**config.mk**
```make
export PLATFORM = sky130hd
export DESIGN_NAME = usb3300_transmitter
export DESIGN_NICKNAME = d
export VERILOG_FILES = /design/src/rtl/usb3300_transmitter.sv
export SDC_FILE = /design/constraint.sdc
export NUM_CORES = 1
export LEC_CHECK = 0
export ABC_AREA = 1
export CAP_MARGIN = 40
export CORE_MARGIN = 1.5
export CORE_UTILIZATION = 60
export CTS_BUF_LIST = sky130_fd_sc_hd__clkbuf_8
export DETAILED_ROUTE_END_ITERATION = 16
export GPL_ROUTABILITY_DRIVEN = 0
export GPL_TIMING_DRIVEN = 0
export HOLD_SLACK_MARGIN = 0.1
export PLACE_DENSITY_LB_ADDON = 0.1
export SLEW_MARGIN = 40
export SYNTH_ARGS = -nofsm -noshare
export SYNTH_HDL_FRONTEND = slang
export SYNTH_SLANG_ARGS = --single-unit
```
**constraint.sdc**
```tcl
create_clock -name clk -period 3.4 [get_ports clk]
set_input_delay 0.51 -clock clk [delete_from_list [all_inputs] [get_ports clk]]
set_output_delay 0.51 -clock clk [all_outputs]
set_load 0.02 [all_outputs]
```
**src/rtl/usb3300_transmitter.sv**
```systemverilog
// ULPI link-side transmitter for the USB3300: sends TX CMD + two data bytes, then STP.
// All outputs are registered from the next-state decision, so nothing combinational reaches a pin.
//
// state | meaning
// IDLE  | bus idle, waiting for start
// TXCMD | presenting TX CMD {0100,PID}; yields to the PHY while DIR is high
// BYTE1 | presenting D1 until NXT
// BYTE2 | presenting D2 until NXT
// STOP  | one cycle of STP with 00, normal completion
// ABORT | PHY took the bus mid-packet; wait for DIR low
// TERM  | NXT timeout, one cycle of STP with FF
module usb3300_transmitter #(
  parameter int unsigned NXT_TIMEOUT = 255
) (
  input  logic       clk,
  input  logic       rst,
  input  logic       start,
  input  logic [7:0] PID,
  input  logic [7:0] D1,
  input  logic [7:0] D2,
  input  logic       DIR,
  input  logic       NXT,
  output logic [7:0] DATA_OUT,
  output logic       DATA_OE,
  output logic       STP,
  output logic       busy,
  output logic       done,
  output logic       err
);

  localparam logic [15:0] TMO = 16'(NXT_TIMEOUT);

  typedef enum logic [2:0] {IDLE, TXCMD, BYTE1, BYTE2, STOP, ABORT, TERM} state_t;

  state_t      state, state_n;
  logic [3:0]  pid_q, pid_n;
  logic [7:0]  d1_q, d1_n, d2_q, d2_n;
  logic [15:0] cnt, cnt_n;
  logic        dir_q;
  logic        waiting, timeout_hit;

  logic [7:0]  data_out_n;
  logic        oe_n, stp_n, busy_n, done_n, err_n;

  logic        unused_pid_hi;
  assign unused_pid_hi = ^PID[7:4];

  assign waiting     = (state == TXCMD) || (state == BYTE1) || (state == BYTE2);
  assign timeout_hit = (cnt + 16'd1) == TMO;

  always_ff @(posedge clk or negedge rst) begin
    if (!rst) begin
      state    <= IDLE;
      pid_q    <= 4'h0;
      d1_q     <= 8'h00;
      d2_q     <= 8'h00;
      cnt      <= 16'h0000;
      dir_q    <= 1'b0;
      DATA_OUT <= 8'h00;
      DATA_OE  <= 1'b1;
      STP      <= 1'b0;
      busy     <= 1'b0;
      done     <= 1'b0;
      err      <= 1'b0;
    end else begin
      state    <= state_n;
      pid_q    <= pid_n;
      d1_q     <= d1_n;
      d2_q     <= d2_n;
      cnt      <= cnt_n;
      dir_q    <= DIR;
      DATA_OUT <= data_out_n;
      DATA_OE  <= oe_n;
      STP      <= stp_n;
      busy     <= busy_n;
      done     <= done_n;
      err      <= err_n;
    end
  end

  always_comb begin
    state_n = state;
    pid_n   = pid_q;
    d1_n    = d1_q;
    d2_n    = d2_q;
    unique case (state)
      IDLE: begin
        if (start && !DIR && !dir_q) begin
          state_n = TXCMD;
          pid_n   = PID[3:0];
          d1_n    = D1;
          d2_n    = D2;
        end
      end
      // NXT only counts once the bus has actually been driven for a full cycle
      TXCMD: begin
        if (!DIR) begin
          if (NXT && DATA_OE)           state_n = BYTE1;
          else if (!NXT && timeout_hit) state_n = TERM;
        end
      end
      BYTE1: begin
        if (DIR)              state_n = ABORT;
        else if (NXT)         state_n = BYTE2;
        else if (timeout_hit) state_n = TERM;
      end
      BYTE2: begin
        if (DIR)              state_n = ABORT;
        else if (NXT)         state_n = STOP;
        else if (timeout_hit) state_n = TERM;
      end
      STOP:    state_n = IDLE;
      TERM:    state_n = IDLE;
      ABORT:   if (!DIR) state_n = IDLE;
      default: state_n = IDLE;
    endcase

    if ((state_n != state) || NXT) cnt_n = 16'h0000;
    else if (waiting && !DIR)      cnt_n = cnt + 16'd1;
    else                           cnt_n = cnt;
  end

  always_comb begin
    data_out_n = 8'h00;
    oe_n       = !(DIR || dir_q);
    stp_n      = 1'b0;
    busy_n     = (state_n != IDLE);
    done_n     = (state == STOP) && (state_n == IDLE);
    err_n      = (state_n == TERM) || ((state_n == ABORT) && (state != ABORT));
    unique case (state_n)
      TXCMD:   data_out_n = {4'b0100, pid_n};
      BYTE1:   data_out_n = d1_n;
      BYTE2:   data_out_n = d2_n;
      STOP:    stp_n = 1'b1;
      ABORT:   oe_n = 1'b0;
      TERM: begin
        stp_n      = 1'b1;
        data_out_n = 8'hFF;
      end
      default: data_out_n = 8'h00;
    endcase
  end

endmodule

```
==> qor.yml, run 1 <==
utilization_pct: 75.91
final_cell_area_mm2: 0.003351
synthSimpleGateAreaFrac_pct: 39.13
worstSetupStartpoint: "cnt[0]"
vdd_ir_drop_max_mv: 0.5438
ys_ff_latch: 53
finalNetCount: 446
cpMostUsedCell: "nand2_1"
grt_pass1_wl_um: 10180
grt_max_degree: 28
area_delta_synth_final_pct: 19.34
critPathBufInv: 1
crit_path_end: "err"
vias: 2459
drt_wl_total_um: 5920
yosys.area_share.xor_xnor_pct: 0.9358
synth_cells: 370
crit_type: "register to register"
critPathRequiredTime_ps: 3630
period_needed_ps: 2593
setup_ws_ps: 807.0
worstMarginPinSlew_ps: 476.1
dr_wl_met2_um: 3045
drtPass1Iterations: 5
cts_tree: "built"
r2r-start: "cnt[0]"
clock_path_buffers: 2
yosysUniqueCellTypes: 27
via_per_inst: 5.254
hold_class: "input pin to asynchronous set/reset pin"
place_hpwl_um: 4402
path_delay_family: "simple AND/OR/NAND/NOR gates"
fmaxAchievable_mhz: 385.7
synth_top_area_share_pct: 46.35
hold_violations: 0
yosysTopAreaCell: "dfrtp_1"
io_pins: 42
clk_latency_ps: 320
drv_cap: 0
drv_slew: 0
cts-root-buf: "clkbuf_8"
slowest_delay_ps: 440
yosys_warnings: 0
cts_setup_buffers: 0
critPathArrivalTime_ps: 2820
num_antenna_cells: 0
yosys.area_share.adder_pct: 0.8913
setup_violations: 0
layout-drive-gt1-share_pct: 9.375
gr-usage-all-layers_pct: 25.49
syn_avg_cell_area_um2: 7.588
clk_pin_slew_ps: 100
rsz0062_at_grt: "false"
cts-htree-levels: 2
syn_nets: 401
status: "finished clean"
synth_top_family_by_area: "simple AND/OR/NAND/NOR gates"
synth_mux_area_share_pct: 0
die_w_um: 71.41
crit_path_end_kind: "register"
dpl_cell_area_mm2: 0.003261
ys_seq_area_share_pct: 47.28
cp_num_cells: 17
drt-met1-wl_um: 2502
grt_pass1_vias: 2378
placed_cells: 460
synth_area_mm2: 0.002808
cts_buffers: 5
timing.rr.end: "err"
wire_per_inst_um: 12.65
fp-row-count: 24
cts_hold_buffers: 0
drtIter0Drc: 98
p_per_area_mw_per_mm2: 686.2
fill_cells: 328
dp_worst_setup_slack_ps: 646.5
fin_cells: 468
relSlewSlack_pct: 68.26
core_area_mm2: 0.004414
portBuffers: 37
leakage_nw: 1.635
finalSetupTns_ps: 0
ant_nets: 0
crit_fanout: 7
synth_compound_area_share_pct: 5.615
finalCritPeriodShare_pct: 76.26
dr_wl_met3_um: 252
cp_cell_sequence: "ha_1, nand3_2, nor2_2, nand2_1, nand2_1, nand2_1, nor2_1, nand2_1, nor2_4, nand3_1, nand2_1, nand2_1, nand2_1, nand2_1, inv_1, nand2_1, o31ai_1"
post_cts_resized: 0
synth_area_leaders: "dfrtp_1 (46%), nand2_1 (19%), nand3_1 (6.2%), nor2_1 (4.4%), inv_1 (3.9%)"
critPathSlowestCell: "dfrtp_1"
whs_ps: 91.97
numClockSinks: 53
die_area_mm2: 0.005099
start_util_pct: 63.61
reg2regPathDepth: 17
skew_ps: 11.23
post-layout-total-power_mw: 2.299
route.top_layer_used: "met4"
overflow: 0
antenna_found_initial: 0
drc: 0
reg2reg_slack_ps: 810
worst_setup_path_start_kind: "register"
die_height_um: 71.41
[how the worst min path moves through the flow]
stage	start	end	slack [ps]	cells past startpoint
finish	rst	cnt[14]	90	1
CTS	rst	cnt[14]	100	1
detailed placement	dir_q	DATA_OE	380	1
global route	rst	cnt[14]	110	1
floorplan	rst	DATA_OUT[0]	210	0
global placement	dir_q	DATA_OE	370	1
[cell families (layout without fill, tap and decap cells)]
logic type / after synthesis / after routing
xor gates and xnor gates: 3 / 3
AOI/OAI and AO/OA: 28 / 28
and+or+nand+nor: 244 / 244
buffers and inverters: 40 / 86
adders and majority gates: 2 / 2
DFF: 53 / 53
[state kept, by name, indices dropped and copies added, names as in the netlist]
register and count:
DATA_OE 1, err 1, pid_q 4, cnt 16, d2_q 8, dir_q 1, STP 1, DATA_OUT 8
done 1, d1_q 8, state 3, busy 1
[layout by cell type, fill, tap and decap left out, types with 4 or more instances in the layout]
master,netlist,final
nand3_1,35,35
nand2_1,143,143
inv_1,29,29
o211ai_1,4,4
clkbuf_8,0,5
o21ai_0,21,21
dfrtp_1,52,52
nor2_1,33,33
nor2_4,5,5
nand4_1,6,6
clkdlybuf4s50_1,0,36
clkbuf_1,6,6
nand3_2,4,4
nor2_2,14,14
[area by class of cell]
type,count,area (um^2),area share (%)
sequential,53,1328,39.62
multi-input combinational,277,1308,39.02
timing repair buffer,38,387.9,11.58
inverter,31,116.4,3.473
clock buffer,5,68.82,2.054
tap,52,65.06,1.942
buffer,9,56.30,1.680
clock inverter,3,21.27,0.6348
[cells in the mapped netlist (all sizes together)]
library cell  number
clkbuf             6
clkinv             2
o21ai             21
a21oi              1
buf                3
nand3             40
o31ai              1
ha                 2
dfrtp             52
nand2            144
nand4              6
dfstp              1
nor2              52
o211ai             4
xor2               2
inv               29
o311a              1
xnor2              1
nand3b             1
nor3               1
[routing by layer]
layer	global-route usage [%]	up-vias
met5	0	-
met4	9.853	0
met3	4.923	13
met2	45.58	56
met1	30.24	1128
li1	-	1262
[power by group]
group | total (mW) | leakage, nW | switching (mW) | internal (mW)
combinational | 1.01 | 0.905 | 0.648 | 0.359
sequential | 0.928 | 0.685 | 0.0966 | 0.832
clock | 0.364 | 0.0445 | 0.217 | 0.147
total | 2.30 | 1.63 | 0.962 | 1.34
(Power assumes the default switching activity.)
==> inputs of run 2 (changes only) <==
- CORE_UTILIZATION: 60 -> 51
- clock period: 3.4 -> 2.3 ns (I/O delays scaled with it)
==> run 2 against run 1 <==
The flow now finishes with violations (setup timing). Largest power group unchanged. Clock skew is 3.7 ps lower. Highest routed layer unchanged. Critical path depth is 1 higher. Utilization is 0.93 points lower. Via count is 11% higher. Wire length is 24% higher. Global-route usage is 0.46 points lower. Sequential share of layout area is 5.6 points lower. Register-to-register slack worse by 1000 ps. Hold slack better by 300 ps. Clock power is 43% higher. Flip-flop and latch count stayed put. Critical path type unchanged.
==> qor.yml, run 2 (synthesis gave the netlist of run 1 again) <==
status: "finished, violations left"
violations: "setup timing"
grt_pass1_vias: 2555  # +7.4%
layout-drive-gt1-share_pct: 25.34  # +16 points
grt_max_degree: 43  # +54%
cp_num_cells: 18  # +1
crit_type: "register to register"
gr-usage-all-layers_pct: 25.03  # -0.46 points
final_cell_mix: "nand2_1 (127), dfrtp_1 (51), clkdlybuf4s50_1 (36)"
crit_path_end_kind: "register"
num_antenna_cells: 0  # unchanged
placed_cells: 478  # +3.9%
clock_path_buffers: 2  # unchanged
hold_violations: 0  # unchanged
area_delta_synth_final_pct: 38.99
drtIter0Drc: 78  # -20%
worst_setup_path_start_kind: "register"
die_w_um: 77.20  # +8.1%
core_area_mm2: 0.005205  # +18%
path_delay_family: "simple AND/OR/NAND/NOR gates"
critPathRequiredTime_ps: 2500  # -1130 ps
critPathArrivalTime_ps: 2710  # -110 ps
drv_slew: 0  # unchanged
dp_worst_setup_slack_ps: -474.3  # -1121 ps
leakage_nw: 1.865  # +14%
relSlewSlack_pct: 66.78  # -1.5 points
fp-row-count: 26  # +8.3%
setup_violations: 26  # +26
cts-htree-levels: 2  # unchanged
regMostFlops: "cnt"
finalCritPeriodShare_pct: 109.3  # +33 points
cpMostUsedCell: "nor2_4"
clk_pin_slew_ps: 100  # about the same
fin_cells: 512  # +9.4%
layout_commonest_cell: "nand2_1"
worstMarginPinSlew_ps: 498.3  # +22.26 ps
crit_fanout: 7  # unchanged
clk_latency_ps: 310  # about the same
grt_pass1_wl_um: 11810  # +16%
critPathSlowestCell: "dfrtp_1"
holdPathStages: 1
ant_nets: 0  # unchanged
die_area_mm2: 0.005959  # +17%
reg2regPathDepth: 18  # +1
io_pins: 42  # unchanged
numClockSinks: 53  # unchanged
hold_class: "register to register"
drt_wl_total_um: 7347  # +24%
drtPass1Iterations: 5  # unchanged
finalSetupTns_ps: -3751  # -3751 ps
post-layout-total-power_mw: 4.031  # +75%
largest_register_ffs: 16  # unchanged
vias: 2735  # +11%
cts_buffers: 5  # unchanged
vdd_ir_drop_max_mv: 0.7793  # +43%
cts-root-buf: "clkbuf_8"
rsz0062_at_grt: "true"
wire_per_inst_um: 14.35  # +13%
skew_ps: 7.507  # -3.726 ps
cts_tree: "built"
start_util_pct: 53.94  # -9.7 points
portBuffers: 37  # unchanged
setup_ws_ps: -213.7  # -1021 ps
fmaxAchievable_mhz: 397.8  # +3.2%
antenna_found_initial: 0  # unchanged
die_height_um: 77.20  # +8.1%
slowest_delay_ps: 410  # -30 ps
drv_cap: 0  # unchanged
cp_cell_sequence: "buf_6, nand2_4, nor2_4, nand3_2, nand2_2, nand2_2, nor2_4, nand2_2, nor2_4, nand3_2, nand3_2, nand3_2, buf_6, nor2_4, nor2_2, nand2_4, bufbuf_16, nor2_4"
overflow: 0  # unchanged
via_per_inst: 5.342  # +1.7%
critPathBufInv: 3  # +2
place_hpwl_um: 4602  # +4.5%
finalNetCount: 472  # +5.8%
p_per_area_mw_per_mm2: 1033  # +51%
period_needed_ps: 2514  # -79.27 ps
drc: 0  # unchanged
-- run 2: repair_timing --
item,in CTS,in global routing
hold endpoints to repair,11,0
pin swaps,4,17
setup buffers,19,5
setup endpoints to repair,27,28
resized for setup,20,52
cloned,1,0
hold buffers,1,0
-- run 2: report_power, final --
| part | leakage, nW | internal (mW) | switching (mW) |
|---|---|---|---|
| Sequential | 0.683 | 1.23 | 0.161 |
| Combinational | 1.14 | 0.889 | 1.23 |
| Clock | 0.0439 | 0.211 | 0.311 |
| Total | 1.87 | 2.33 | 1.70 |
-- run 2: path summary, 6_finish.rpt --
path | startpoint | slack [ps] | to
min | dir_q | 390 | DATA_OE
min reg2reg | dir_q | 390 | DATA_OE
max in group asynchronous | rst | 1380 | DATA_OE
min in group asynchronous | rst | 410 | cnt[6]
max | cnt[1] | -210 | cnt[7]
max reg2reg | cnt[1] | -210 | cnt[7]
-- run 2: cell type report --
| class | instances | area, um^2 |
|---|---|---|
| timing repair buffer | 64 | 650.6 |
| fill | 387 | 1303 |
| buffer | 9 | 65.06 |
| multi-input combinational | 277 | 1565 |
| inverter | 31 | 118.9 |
| clock inverter | 3 | 17.52 |
| tap | 70 | 87.58 |
| clock buffer | 5 | 68.82 |
| sequential | 53 | 1329 |
-- run 2: layer usage --
| metal | up-vias | routed length [um] | track usage, % |
|---|---|---|---|
| met1 | 1318 | 2971 | 31.85 |
| met5 | - | 0 | 0 |
| met2 | 92 | 3889 | 43.86 |
| met4 | 0 | 99 | 7.091 |
| li1 | 1315 | - | - |
| met3 | 10 | 386 | 3.929 |
-- run 2: stage by stage --
| stage | hold slack (ps) | utilization, % | area (um^2) |
|---|---|---|---|
| after floorplan | 49.41 | - | 2808 |
| after detailed placement | 202.1 | 63.08 | 3283 |
| after global placement | 375.6 | 62.74 | 3266 |
| after CTS | 390.3 | 70.24 | 3656 |
| after global routing | 416.8 | 74.98 | 3902 |
| final | 389.3 | 74.98 | 3902 |
